===== src/rtl/replenish_panel.sv =====
`timescale 1ns/1ps
`default_nettype none
// ============================================================================
//  Module   : replenish_panel
//  Purpose  : Vending-aisle service panel. Debounces aisle/mode switches,
//             tracks per-aisle stock during replenishment from keypad
//             amounts, and scans an 8-digit active-low 7-segment display.
//  Revision : 1.0  initial release
// ============================================================================
module replenish_panel #(
    parameter int DEBOUNCE_CYCLES = 4,
    parameter int SCAN_DIV        = 2
) (
    input  logic       clk,
    input  logic       rst,
    input  logic       chd1,
    input  logic       chd2,
    input  logic       chd3,
    input  logic       chd4,
    input  logic       csw1,
    input  logic       csw2,
    input  logic       csw3,
    input  logic [3:0] key_value,
    input  logic [7:0] in_S1_num,
    input  logic [7:0] in_S2_num,
    input  logic [7:0] in_S3_num,
    input  logic [7:0] in_S4_num,
    input  logic [7:0] in_S1_sell,
    input  logic [7:0] in_S2_sell,
    input  logic [7:0] in_S3_sell,
    input  logic [7:0] in_S4_sell,
    input  logic [7:0] price_sum,
    output logic [7:0] S1_num,
    output logic [7:0] S2_num,
    output logic [7:0] S3_num,
    output logic [7:0] S4_num,
    output logic [7:0] DIG,
    output logic [7:0] Y
);

    localparam int c_DEB_W = (DEBOUNCE_CYCLES > 1) ? $clog2(DEBOUNCE_CYCLES) : 1;
    localparam int c_DIV_W = (SCAN_DIV > 1) ? $clog2(SCAN_DIV) : 1;
    localparam logic [c_DEB_W-1:0] c_DEB_LAST = c_DEB_W'(DEBOUNCE_CYCLES - 1);
    localparam logic [c_DIV_W-1:0] c_DIV_LAST = c_DIV_W'(SCAN_DIV - 1);
    localparam logic [3:0]         c_KEY_COMMIT = 4'd14;

    typedef enum logic [1:0] {
        MODE_IDLE  = 2'd0,
        MODE_SOLD  = 2'd1,
        MODE_REP   = 2'd2,
        MODE_TOTAL = 2'd3
    } mode_t;

    // raw switch bundle: [3:0] aisle selects, [4] sold, [5] replenish, [6] total
    logic [6:0] w_raw;
    logic [6:0] r_sync1;
    logic [6:0] r_sync2;
    logic [6:0] w_deb;

    logic [7:0] r_num   [4];
    logic [7:0] w_in_num[4];
    logic [7:0] w_sell  [4];
    logic [8:0] w_sum   [4];

    logic       r_flag;
    logic       r_was_rep;
    logic [3:0] r_hd_prev;
    logic [3:0] w_hd_rise;
    mode_t      w_mode;
    logic       w_rep;

    logic [c_DIV_W-1:0] r_div;
    logic [2:0]         r_slot;
    logic [2:0]         w_slot_next;
    logic [7:0]         r_dig;
    logic [7:0]         r_y;
    logic [7:0]         w_dig_next;
    logic [7:0]         w_y_next;
    logic [1:0]         w_ch;
    logic [7:0]         w_val;
    logic [7:0]         w_mod;
    logic [3:0]         w_tens;
    logic [3:0]         w_ones;
    logic [3:0]         w_p_hund;
    logic [3:0]         w_p_tens;
    logic [3:0]         w_p_ones;
    logic [3:0]         w_digit;
    logic               w_blank;
    logic               w_dp;

    assign w_raw = {csw3, csw2, csw1, chd4, chd3, chd2, chd1};

    assign w_in_num[0] = in_S1_num;
    assign w_in_num[1] = in_S2_num;
    assign w_in_num[2] = in_S3_num;
    assign w_in_num[3] = in_S4_num;
    assign w_sell[0]   = in_S1_sell;
    assign w_sell[1]   = in_S2_sell;
    assign w_sell[2]   = in_S3_sell;
    assign w_sell[3]   = in_S4_sell;

    assign S1_num = r_num[0];
    assign S2_num = r_num[1];
    assign S3_num = r_num[2];
    assign S4_num = r_num[3];
    assign DIG    = r_dig;
    assign Y      = r_y;

    // two-flop synchronizer for every raw switch
    always_ff @(posedge clk or negedge rst) begin
        if (!rst) begin
            r_sync1 <= '0;
            r_sync2 <= '0;
        end else begin
            r_sync1 <= w_raw;
            r_sync2 <= r_sync1;
        end
    end

    // per-switch debouncer: follow the synchronized value only once it has
    // disagreed with the current output for DEBOUNCE_CYCLES clocks in a row
    for (genvar gi = 0; gi < 7; gi++) begin : g_deb
        logic [c_DEB_W-1:0] r_cnt;
        logic               r_bit;

        // restart the count whenever the input agrees with the output again
        always_ff @(posedge clk or negedge rst) begin
            if (!rst) begin
                r_cnt <= '0;
                r_bit <= 1'b0;
            end else if (r_sync2[gi] == r_bit) begin
                r_cnt <= '0;
            end else if (r_cnt == c_DEB_LAST) begin
                r_cnt <= '0;
                r_bit <= r_sync2[gi];
            end else begin
                r_cnt <= r_cnt + 1'b1;
            end
        end

        assign w_deb[gi] = r_bit;
    end

    // mode decode, sold query has priority over replenish over total
    always_comb begin
        w_mode = MODE_IDLE;
        if (w_deb[4]) begin
            w_mode = MODE_SOLD;
        end else if (w_deb[5]) begin
            w_mode = MODE_REP;
        end else if (w_deb[6]) begin
            w_mode = MODE_TOTAL;
        end
    end

    assign w_rep     = (w_mode == MODE_REP);
    assign w_hd_rise = w_deb[3:0] & ~r_hd_prev;

    for (genvar gc = 0; gc < 4; gc++) begin : g_sum
        // nine bits so an oversized loaded stock can never wrap below 100
        assign w_sum[gc] = {1'b0, r_num[gc]} + {5'b0, key_value};
    end

    // stock registers: load on replenish entry, then add on aisle presses
    always_ff @(posedge clk or negedge rst) begin
        if (!rst) begin
            for (int i = 0; i < 4; i++) begin
                r_num[i] <= '0;
            end
            r_flag    <= 1'b0;
            r_was_rep <= 1'b0;
            r_hd_prev <= '0;
        end else begin
            r_was_rep <= w_rep;
            r_hd_prev <= w_deb[3:0];
            if (w_rep) begin
                r_flag <= (key_value == c_KEY_COMMIT);
                for (int i = 0; i < 4; i++) begin
                    if (!r_was_rep) begin
                        r_num[i] <= w_in_num[i];
                    end else if ((key_value != c_KEY_COMMIT) && w_hd_rise[i] &&
                                 (w_sum[i] < 9'd100)) begin
                        r_num[i] <= w_sum[i][7:0];
                    end
                end
            end else begin
                r_flag <= 1'b0;
            end
        end
    end

    // active-low 7-segment patterns, dp (bit 7) left dark
    function automatic logic [7:0] seg7(input logic [3:0] d);
        logic [7:0] s;
        case (d)
            4'd0:    s = 8'hC0;
            4'd1:    s = 8'hF9;
            4'd2:    s = 8'hA4;
            4'd3:    s = 8'hB0;
            4'd4:    s = 8'h99;
            4'd5:    s = 8'h92;
            4'd6:    s = 8'h82;
            4'd7:    s = 8'hF8;
            4'd8:    s = 8'h80;
            4'd9:    s = 8'h90;
            default: s = 8'hFF;
        endcase
        return s;
    endfunction

    assign w_slot_next = r_slot - 3'd1;
    // slot pairs 7:6, 5:4, 3:2, 1:0 map to aisles 1..4
    assign w_ch        = ~w_slot_next[2:1];
    assign w_val       = (w_mode == MODE_SOLD) ? w_sell[w_ch] : r_num[w_ch];
    assign w_mod       = w_val % 8'd100;
    assign w_tens      = 4'(w_mod / 8'd10);
    assign w_ones      = 4'(w_mod % 8'd10);
    assign w_p_hund    = 4'(price_sum / 8'd100);
    assign w_p_tens    = 4'((price_sum / 8'd10) % 8'd10);
    assign w_p_ones    = 4'(price_sum % 8'd10);

    // content for the slot about to be shown, so DIG and Y change together
    always_comb begin
        w_digit = 4'd0;
        w_blank = 1'b1;
        w_dp    = 1'b0;
        case (w_mode)
            MODE_SOLD, MODE_REP: begin
                w_blank = 1'b0;
                w_digit = w_slot_next[0] ? w_tens : w_ones;
                w_dp    = w_rep && r_flag && (w_slot_next == 3'd0);
            end
            MODE_TOTAL: begin
                case (w_slot_next)
                    3'd2:    begin w_blank = 1'b0; w_digit = w_p_hund; end
                    3'd1:    begin w_blank = 1'b0; w_digit = w_p_tens; end
                    3'd0:    begin w_blank = 1'b0; w_digit = w_p_ones; end
                    default: w_blank = 1'b1;
                endcase
            end
            default: w_blank = 1'b1;
        endcase
        w_dig_next = (w_mode == MODE_IDLE) ? 8'hFF : ~(8'd1 << w_slot_next);
        w_y_next   = w_blank ? 8'hFF : seg7(w_digit);
        if (w_dp) begin
            w_y_next = w_y_next & 8'h7F;
        end
    end

    // scan divider and registered digit/segment outputs
    always_ff @(posedge clk or negedge rst) begin
        if (!rst) begin
            r_div  <= '0;
            r_slot <= 3'd7;
            r_dig  <= 8'hFF;
            r_y    <= 8'hFF;
        end else if (r_div == c_DIV_LAST) begin
            r_div  <= '0;
            r_slot <= w_slot_next;
            r_dig  <= w_dig_next;
            r_y    <= w_y_next;
        end else begin
            r_div  <= r_div + 1'b1;
        end
    end

endmodule
`default_nettype wire


===== config.mk =====
export PLATFORM = sky130hd
export DESIGN_NAME = replenish_panel
export DESIGN_NICKNAME = d
export VERILOG_FILES = /design/src/rtl/replenish_panel.sv
export SDC_FILE = /design/constraint.sdc
export NUM_CORES = 1
export LEC_CHECK = 0
export ABC_AREA = 0
export CAP_MARGIN = 20
export CORE_AREA = 2 2 121 123
export DETAILED_ROUTE_END_ITERATION = 6
export DIE_AREA = 0 0 123 125
export GPL_ROUTABILITY_DRIVEN = 1
export PLACE_DENSITY = 0.9
export SYNTH_ARGS = -nofsm -noshare
export SYNTH_HDL_FRONTEND = slang
export SYNTH_SLANG_ARGS = --single-unit
export TNS_END_PERCENT = 20

===== constraint.sdc =====
create_clock -name clk -period 7.7 [get_ports clk]
set_input_delay 1.155 -clock clk [delete_from_list [all_inputs] [get_ports clk]]
set_output_delay 1.155 -clock clk [all_outputs]
set_load 0.05 [all_outputs]

== After elaboration in Yosys (flattened, before gate mapping) ==
Memory sizes are Yosys's and may differ from the RTL's.
Cells that the tools add are included.

* Word-level logic and storage cells: 159
* RAM bits: 0
* Bits in registers: 93
* Output and inout bits: 48
* Bits in read-only memories: 112
* Memories kept: 1
* Latch bits: 0

{| class="wikitable"
|+ Memories
! name !! depth !! bits a word !! read ports !! clocked after Yosys merged registers in !! write ports !! line !! text
|-
| (name not given) || 16 || 7 || 1 || 0 || 0 || 195 || <nowiki>case (d)</nowiki>
|}

* Multiply operators: 0
* $lt $le $gt $ge: 5
* Bitwise gates (word level): 12
* Add/subtract/negate cells: 13
* Shifts and indexed selects: 1
* Multiplexer cells: 43
* Reduce and logical (&&, ||, !) cells: 25
* Eq/ne operators: 25
* Div/mod/pow operators: 7

{| class="wikitable"
|+ Operators by type and width
! cell !! count
|-
| $mux 8 || 16
|-
| $add 8x4->9 || 4
|-
| $lt 9x7->1 const B || 4
|-
| $mux 2 || 17
|-
| $bmux 8 s2 || 2
|-
| $mod 8x4->8 const B || 3
|-
| $reduce_and 2->1 || 11
|-
| $eq 2x2->1 const B || 9
|-
| $div 8x4->8 const B || 2
|-
| $add 2x1->2 const B || 7
|-
| $pmux 4 s3 || 1
|-
| $logic_and 1x1->1 || 10
|-
| $div 8x7->8 const B || 1
|-
| $mod 8x7->8 const B || 1
|-
| $ne 2x1->1 const B || 4
|-
| $not 8->8 || 1
|-
| $pmux 4 s2 || 1
|-
| $shl 1x3->8 const A || 1
|-
| $eq 1x1->1 || 7
|-
| $not 1->1 || 7
|-
| $and 4x4->4 || 1
|-
| $eq 4x4->1 const B || 1
|-
| $mux 1 || 4
|-
| $mux 4 || 1
|-
| other kinds (15) || 15
|}

== Depth between registers and ports, before layout ==
Gate-level depths: netlist (run 1).
An unclocked memory read counts as a cell.

* Depth after elaboration: 14
* Gate-level depth with buffers: 30
* Mapped depth without buffers: 27

== Worst setup path before layout (run 1) ==
OpenSTA, ideal clock, no wires.

* Path type: input to register
* Start: input port price_sum[3]
* End: register r_y[4] (netlist: Y[4])
* Path buffers: 3
* Data required time: 7.620 ns
* Slack: 1.728 ns
* Cell stages on the path: 23
* Data arrival time: 5.891 ns
* Library setup time: 0.080 ns
* Path through: clkbuf_1 -> inv_1 -> ha_1 -> nand2b_1 -> a2111oi_4 -> nor3_1 -> a211o_1 -> o32a_1 -> buf_6 -> inv_1 -> ha_1 -> nor2b_1 -> or4b_1 -> and4_4 -> buf_6 -> or4_1 -> o311ai_1 -> nor3_2 -> nor2_1 -> ha_1 -> nor2_1 -> mux2_1 -> o221a_2

* Word-level cells in the longest chain between the ends: 7
* Elaborated cells on any way between the ends: 9
* Those cells by class: div: 4; mux: 4; memory: 1

{| class="wikitable"
|+ Ends and longest elaborated chain
! element !! line !! text
|-
| from (decl) || 32 || <nowiki>input logic [7:0] price_sum,</nowiki>
|-
| $div 8x4->8 || 219 || <nowiki>assign w_p_tens = 4'((price_sum / 8'd10) % 8'd10);</nowiki>
|-
| $mod 8x4->8 || 219 ||
|-
| $pmux 4 s3 (*) || 234 || <nowiki>case (w_slot_next)</nowiki>
|-
| $pmux 4 s2 (*) || 227 || <nowiki>case (w_mode)</nowiki>
|-
| $mem_v2 16x7 (*) || - ||
|-
| $mux 8 (*) || 244 || <nowiki>w_y_next = w_blank ? 8'hFF : seg7(w_digit);</nowiki>
|-
| $mux 8 (*) || 245 || <nowiki>if (w_dp) begin</nowiki>
|-
| to (signal assigned) || 261 || <nowiki>r_y <= w_y_next;</nowiki>
|-
| to (decl) || 76 || <nowiki>logic [7:0] r_y;</nowiki>
|}

Mark *: on every way between the ends. The rest lies on a longest branch, timed or not.
A chain may end at the register's enable or synchronous reset.

== Worst setup path in the final report (run 1) ==
* Start: register r_slot[0]
* End: register r_y[0] (netlist: Y[0])

* Elaborated cells on any way between the ends: 25
* Those cells by class: add/sub: 1; div: 3; eq/ne: 2; mux: 14; bitwise: 2; reduce/logical: 2; memory: 1

{| class="wikitable"
|+ RTL lines
! element !! line !! text
|-
| from (decl) || 73 || <nowiki>logic [2:0] r_slot;</nowiki>
|-
| from (signal assigned) || 259 || <nowiki>r_slot <= w_slot_next;</nowiki>
|-
| $sub 3x1->3 (*) || 211 || <nowiki>assign w_slot_next = r_slot - 3'd1;</nowiki>
|-
| named net w_slot_next[0] || 74 || <nowiki>logic [2:0] w_slot_next;</nowiki>
|-
| $eq 3x1->1 (tied with other cells) || 234 ||
|-
| $pmux 4 s3 / $reduce_or 3->1 (equally long branches) || - ||
|-
| $pmux 4 s2 / $mux 1 (equally long branches) || 227, 234 ||
|-
| $mem_v2 16x7 / $pmux 1 s2 (equally long branches) || - ||
|-
| $mux 8 (*) || 244 ||
|-
| $mux 8 (*) || 245 ||
|}

Mark *: on every way through the listed nets, which the timed path passes. The rest lies on a longest branch. The select of a mux whose other input is x is not followed.

==> results.sh, run 1 <==
export IMPL_run_status="completed"
export IMPL_ys_top_cells_by_area="dfrtp_1 (24%), ha_1 (8.0%), dfstp_2 (6.5%), nand2_1 (5.0%), nor2_1 (3.6%)"
export IMPL_boundaryPins=133
export IMPL_comb_power_share=0.679
export IMPL_share_seq_of_total_power=0.215
export IMPL_layout_area_overhead_vs_synth_pct=22.1
export IMPL_cell_type_of_the_slowest_stage_on_the_worst_timing_path="dfstp_2"
export IMPL_power_per_cell_area_mw_per_mm2=442
export IMPL_timing_critical_path_fanout_max=8
export IMPL_vias=7685
export IMPL_finalWirelength_microns=22500
export IMPL_worstMarginPinSlew_ns=0.957
export IMPL_ant_nets=0
export IMPL_net_switching_power_w=0.00215
export IMPL_cts_resized_gates=0
export IMPL_post_route_drc_count=0
export IMPL_placementRows=44
export IMPL_cts_tree="yes"
export IMPL_dp_final_hpwl_microns=16600
export IMPL_timing_final_crit_period_ns=6.86
export IMPL_grt_antenna_before_repair=1
export IMPL_floorplan_die_area_sq_mm=0.0154
export IMPL_maxSlewHeadroom=0.362
export IMPL_power_leakage_nw=3.77
export IMPL_cts_reportedPaths_clkPinSlew_ns=0.07
export IMPL_first_global_vias=7268
export IMPL_type_of_the_worst_setup_path="reg -> reg"
export IMPL_netlist_area_sq_mm=0.00766
export IMPL_final_hold_viol_count=0
export IMPL_gr_usage_all_layers=0.293
export IMPL_portion_of_the_post_synthesis_area_used_by_sequential_elements=0.307
export IMPL_layout_commonest_cell="clkdlybuf4s50_1"
export IMPL_drt_initial_drc_count=1008
export IMPL_drtPass1Iterations=5
export IMPL_yosysTopAreaCell="dfrtp_1"
export IMPL_die_x_microns=123
export IMPL_timing_critical_path_from_type="register"
export IMPL_gate_count_of_the_mapped_netlist=914
export IMPL_cts_sink_count=93
export IMPL_worstSetupEndpointType="register"
export IMPL_wl_per_cell_microns=18.7
export IMPL_final_setup_viol_count=0
export IMPL_root_buffer="clkbuf_16"
export IMPL_cts_setup_buffers=0
export IMPL_final_max_slew_violation_count=0
export IMPL_grt_remaining_overflow=0
export IMPL_cp_data_required_time_ns=7.95
export IMPL_chip_height_microns=125
export IMPL_yosys_area_top_type_share=0.242
export IMPL_post_synth_edffs=0
export IMPL_effective_utilization_at_floorplan=0.539
export IMPL_post_drt_via_cell_ratio=6.38
export IMPL_drive_above_1_share=0.0794
export IMPL_power_internal_w=0.00198
export IMPL_count_of_different_cell_masters_after_synthesis=92
export IMPL_clock_power_share=0.106
export IMPL_skew_pair_late_insertion_delay_ns=0.34
export IMPL_dpl_instance_area_sq_mm=0.00904
export IMPL_timing_fmax_mhz=146
export IMPL_place_worst_setup_slack_ns=0.782
export IMPL_hp_class="reg -> reg"
export IMPL_finalInstanceArea_sq_mm=0.00935
export IMPL_worstPathArrival_ns=7.11
export IMPL_timing_final_ws_setup_ns=0.840
export IMPL_numPortBuffers=132
export IMPL_reg2reg_setup_slack_ns=0.84
export IMPL_synth_ff_type="dfrtp_1"
export IMPL_peakVddDrop_mv=0.310
export IMPL_final_min_period_over_clock_period=0.891
export IMPL_design_final_nets=1153
export IMPL_cts_made_buffers=9
export IMPL_grt_first_pass_wirelength_microns=36100
export IMPL_worst_path_largest_cell_delay_ns=0.63
export IMPL_globalplace_congestion=0.975
export IMPL_timing_setup_tns_ns=0
export IMPL_rsz0062_at_grt="no"
export IMPL_grt_max_degree=61
export IMPL_cap_violations=0
export IMPL_asyncSetResetFlopFracSynth=1.00
export IMPL_cts_htree_levels=3
export IMPL_final_setup_skew_ns=0.00975
export IMPL_postCtsHoldBufs=0
export IMPL_core_area_sq_mm=0.0142
export IMPL_avgSynthCellArea_sq_um=8.38
export IMPL_most_common_layout_cells="clkdlybuf4s50_1 (131), nand2_1 (101), dfrtp_1 (74), nor2_1 (74), o21ai_0 (53)"
export IMPL_synth_ff_latch_count=93
export IMPL_synth_warn=0
export IMPL_nets_in_the_synthesized_netlist=1052
export IMPL_sw_frac_of_total=0.521
export IMPL_cts_buffer_depth=2
## metrics by stage
step	total power, W	cells	util	hold WS (ns)
3_3_place_gp	0.00353	1187	0.637	0.333
5_1_grt	0.00442	1205	0.658	0.356
3_5_place_dp	0.00360	1187	0.637	0.336
6_report	0.00413	1205	0.658	0.347
2_1_floorplan	0.00290	914	-	0.331
4_1_cts	0.00407	1203	0.658	0.350
## cells in the mapped netlist, types with 5 or more instances
library cell	instances
o211ai_1	13
dfstp_2	19
nand4_1	16
a21o_1	8
mux2_2	7
a22o_1	5
mux2i_1	22
or2_2	5
or3_1	6
o22ai_1	13
nor4_1	5
nand3_1	48
ha_1	49
and3_1	5
xnor2_1	23
a211oi_1	8
o21a_1	8
nor2b_1	25
nor3_1	34
clkbuf_1	35
a211o_1	6
a21oi_1	49
o21ai_0	53
nand2_1	101
and4_1	7
dfrtp_1	74
nor2_1	74
nand2b_1	13
inv_1	35
buf_2	8
a31oi_1	16
## worst paths after layout
check / from / end / cells after the start
worst max-delay path: r_slot[0]$_DFFE_PN1P_ / Y[0]$_DFFE_PN1P_ / 27
worst min-delay path: r_sync1[5]$_DFF_PN0_ / r_sync2[5]$_DFF_PN0_ / 0
worst max register to register: r_slot[0]$_DFFE_PN1P_ / Y[0]$_DFFE_PN1P_ / 27
worst min register to register: r_sync1[5]$_DFF_PN0_ / r_sync2[5]$_DFF_PN0_ / 0
max in group asynchronous: rst / g_deb[5].r_cnt[0]$_DFF_PN0_ / 2
min in group asynchronous: rst / S1_num[5]$_DFFE_PN0P_ / 1
## kinds of logic (layout without fill, tap and decap cells)
kind of cell,Yosys count,after routing,share of synthesized area
flip-flops,93,93,0.307
adder cells (fa/ha/maj),55,55,0.0932
AND/OR/NAND/NOR,377,377,0.251
multiplexers,35,35,0.0538
buffers and inverters,86,192,0.0474
AO/OA/AOI/OAI,241,241,0.217
other,0,1,0
XOR/XNOR,27,27,0.0309
## layout make-up
cell class	count	area [sq um]
Fill cell	1105	4850
Clock inverter	3	25.0
Antenna cell	1	2.50
Multi-Input combinational cell	735	4960
Inverter	36	135
Timing Repair Buffer	140	1380
Sequential cell	93	2350
Tap cell	184	230
Clock buffer	13	272
## power groups by stage
stage | logic [W] | registers, W | clock network, W
after global routing | 0.00304 | 0.000913 | 0.000462
after floorplan | 0.00174 | 0.00116 | 0
after global placement | 0.00266 | 0.000876 | 0
final | 0.00281 | 0.000890 | 0.000437
after detailed placement | 0.00272 | 0.000886 | 0
after CTS | 0.00275 | 0.000880 | 0.000442
## metal layers
| layer | wire [microns] | global-route usage | vias up |
|---|---|---|---|
| li1 | - | - | 3567 |
| met1 | 8840 | 0.376 | 3649 |
| met2 | 10800 | 0.473 | 396 |
| met3 | 1940 | 0.0611 | 73 |
| met4 | 878 | 0.136 | 0 |
| met5 | 0 | 0 | - |
## critical path, delay by kind of cell, from the launching register on
family	cells	cell delay, ns
adders and majority gates	4	1.09
buffers and inverters	4	0.48
xor gates and xnor gates	1	0.36
DFF	1	0.63
muxes	1	0.18
and+or+nand+nor	10	2.53
AOI/OAI and AO/OA	7	1.50
## sequential cells by signal (all words and copies together), names as in the netlist, 4 cells and up
register     cells
r_hd_prev        4
S3_num           8
r_sync1          7
r_sync2          7
S1_num           8
S4_num           8
g_deb.r_bit      7
S2_num           8
g_deb.r_cnt     14
Y                8
DIG              8
No activity file was read; power rests on OpenSTA's default activity.
==> run 2, diff against run 1 <==
--- a/config.mk
+++ b/config.mk
@@ -11,8 +11,8 @@
 export DETAILED_ROUTE_END_ITERATION = 6
 export DIE_AREA = 0 0 123 125
 export GPL_ROUTABILITY_DRIVEN = 1
+export MAX_ROUTING_LAYER = met4
 export PLACE_DENSITY = 0.9
 export SYNTH_ARGS = -nofsm -noshare
 export SYNTH_HDL_FRONTEND = slang
 export SYNTH_SLANG_ARGS = --single-unit
-export TNS_END_PERCENT = 20
==> run 2 against run 1 <==
  * Design area shrank 0.20%
  * Setup slack gained 0.095 ns
  * Final cell count is essentially flat
  * Hold slack gained 0.0031 ns
  * Combinational power is essentially flat
  * Routed wire length grew 2.1%
  * Register-to-register slack gained 0.095 ns
  * Critical path type unchanged
  * Largest cell class unchanged
  * Highest routed layer unchanged
==> results.sh, run 2 (synthesis results as in run 1) <==
export IMPL_globalplace_congestion=0.958
export IMPL_die_x_microns=123
export IMPL_cts_reportedPaths_clkPinSlew_ns=0.07
export IMPL_timing_critical_path_fanout_max=13
export IMPL_finalWirelength_microns=23000
export IMPL_skew_pair_late_insertion_delay_ns=0.35
export IMPL_drt_initial_drc_count=1035
export IMPL_layout_area_overhead_vs_synth_pct=21.9
export IMPL_cts_buffer_depth=2
export IMPL_vias=7791
export IMPL_largest_reg_flops=14
export IMPL_final_min_period_over_clock_period=0.879
export IMPL_multi_input_comb_area_sq_mm=0.00496
export IMPL_design_final_nets=1152
export IMPL_final_setup_viol_count=0
export IMPL_dpl_instance_area_sq_mm=0.00904
export IMPL_cts_htree_levels=3
export IMPL_cts_setup_buffers=0
export IMPL_grt_antenna_before_repair=1
export IMPL_grt_remaining_overflow=0
export IMPL_run_status="completed"
export IMPL_postCtsHoldBufs=0
export IMPL_cap_violations=0
export IMPL_hold_slack_ns=0.350
export IMPL_final_hold_viol_count=0
export IMPL_worstPathArrival_ns=7.02
export IMPL_layout_commonest_cell="clkdlybuf4s50_1"
export IMPL_post_route_drc_count=0
export IMPL_reg2reg_setup_slack_ns=0.94
export IMPL_cp_data_required_time_ns=7.96
export IMPL_peakVddDrop_mv=0.317
export IMPL_numPortBuffers=132
export IMPL_regMostFlops="g_deb.r_cnt"
export IMPL_post_drt_via_cell_ratio=6.47
export IMPL_drtPass1Iterations=5
export IMPL_cts_tree="yes"
export IMPL_cts_sink_count=93
export IMPL_power_leakage_nw=3.76
export IMPL_cts_made_buffers=9
export IMPL_layout_filler_cells=1108
export IMPL_grt_max_degree=67
export IMPL_final_setup_skew_ns=0.00866
export IMPL_cell_type_of_the_slowest_stage_on_the_worst_timing_path="dfstp_2"
export IMPL_most_common_layout_cells="clkdlybuf4s50_1 (131), nand2_1 (101), dfrtp_1 (74), nor2_1 (74), o21ai_0 (53)"
export IMPL_drive_above_1_share=0.0805
export IMPL_worstSetupEndpointType="register"
export IMPL_dp_final_hpwl_microns=16900
export IMPL_timing_setup_tns_ns=0
export IMPL_core_area_sq_mm=0.0142
export IMPL_timing_fmax_mhz=148
export IMPL_power_per_cell_area_mw_per_mm2=444
export IMPL_effective_utilization_at_floorplan=0.539
export IMPL_timing_final_crit_period_ns=6.76
export IMPL_floorplan_die_area_sq_mm=0.0154
export IMPL_ant_nets=0
export IMPL_worst_path_largest_cell_delay_ns=0.63
export IMPL_rsz0062_at_grt="no"
export IMPL_first_global_vias=7272
export IMPL_seqCellArea_sq_mm=0.00235
export IMPL_wl_per_cell_microns=19.1
export IMPL_final_max_slew_violation_count=0
export IMPL_root_buffer="clkbuf_16"
export IMPL_boundaryPins=133
export IMPL_post_route_util=0.657
export IMPL_timing_critical_path_from_type="register"
export IMPL_chip_height_microns=125
export IMPL_dp_cells=1187
export IMPL_cts_resized_gates=0
export IMPL_grt_first_pass_wirelength_microns=36700
export IMPL_type_of_the_worst_setup_path="reg -> reg"
export IMPL_worstMarginPinSlew_ns=1.08
export IMPL_maxSlewHeadroom=0.271
export IMPL_finalNonFillerCells=1204
export IMPL_placementRows=44
export IMPL_gr_usage_all_layers=0.309
export IMPL_hp_class="reg -> reg"
export IMPL_finalInstanceArea_sq_mm=0.00933
[run 2: worst max-delay path, delay by kind of cell, from the launching register on]
family	cells	cell delay (ns)
simple gates	9	2.68
compound gates	8	1.36
fa+ha+maj	4	1.03
buf+inv	4	0.48
mux	1	0.09
xor+xnor	1	0.37
flops	1	0.63
[run 2: final timing paths]
| check | start | endpoint | cells after the start |
|---|---|---|---|
| min in group asynchronous | rst | S3_num[0]$_DFFE_PN0P_ | 1 |
| max in group asynchronous | rst | g_deb[5].r_cnt[0]$_DFF_PN0_ | 2 |
| setup reg to reg | r_slot[0]$_DFFE_PN1P_ | Y[0]$_DFFE_PN1P_ | 27 |
| hold / removal | r_sync1[6]$_DFF_PN0_ | r_sync2[6]$_DFF_PN0_ | 0 |
| hold reg to reg | r_sync1[6]$_DFF_PN0_ | r_sync2[6]$_DFF_PN0_ | 0 |
| setup / recovery | r_slot[0]$_DFFE_PN1P_ | Y[0]$_DFFE_PN1P_ | 27 |
[run 2: power by group]
| part | switching [W] | internal [W] | total, W |
|---|---|---|---|
| clock | 0.000200 | 0.000229 | 0.000430 |
| combinational | 0.00178 | 0.00105 | 0.00282 |
| sequential | 0.000207 | 0.000687 | 0.000894 |
[run 2: final cells by class]
type / instances / area share
Inverter: 36 / 0.0145
Clock inverter: 6 / 0.00496
Sequential cell: 93 / 0.252
Multi-Input combinational cell: 735 / 0.531
Timing Repair Buffer: 139 / 0.147
Tap cell: 184 / 0.0247
Clock buffer: 10 / 0.0256
Antenna cell: 1 / 0.000268
[run 2: layer usage]
| layer | track usage | routed length (microns) | share of wire | up-vias |
|---|---|---|---|---|
| met5 | - | 0 | 0 | - |
| met2 | 0.472 | 10900 | 0.48 | 409 |
| met1 | 0.404 | 9260 | 0.40 | 3737 |
| met3 | 0.0406 | 1680 | 0.073 | 87 |
| li1 | - | - | - | 3558 |
| met4 | 0.152 | 1090 | 0.047 | 0 |
[run 2: metrics by stage]
stage	total power (W)	setup slack (ns)
2_1_floorplan	0.00290	1.73
3_3_place_gp	0.00354	0.953
3_5_place_dp	0.00362	0.770
4_1_cts	0.00409	1.01
5_1_grt	0.00442	0.353
6_report	0.00415	0.935
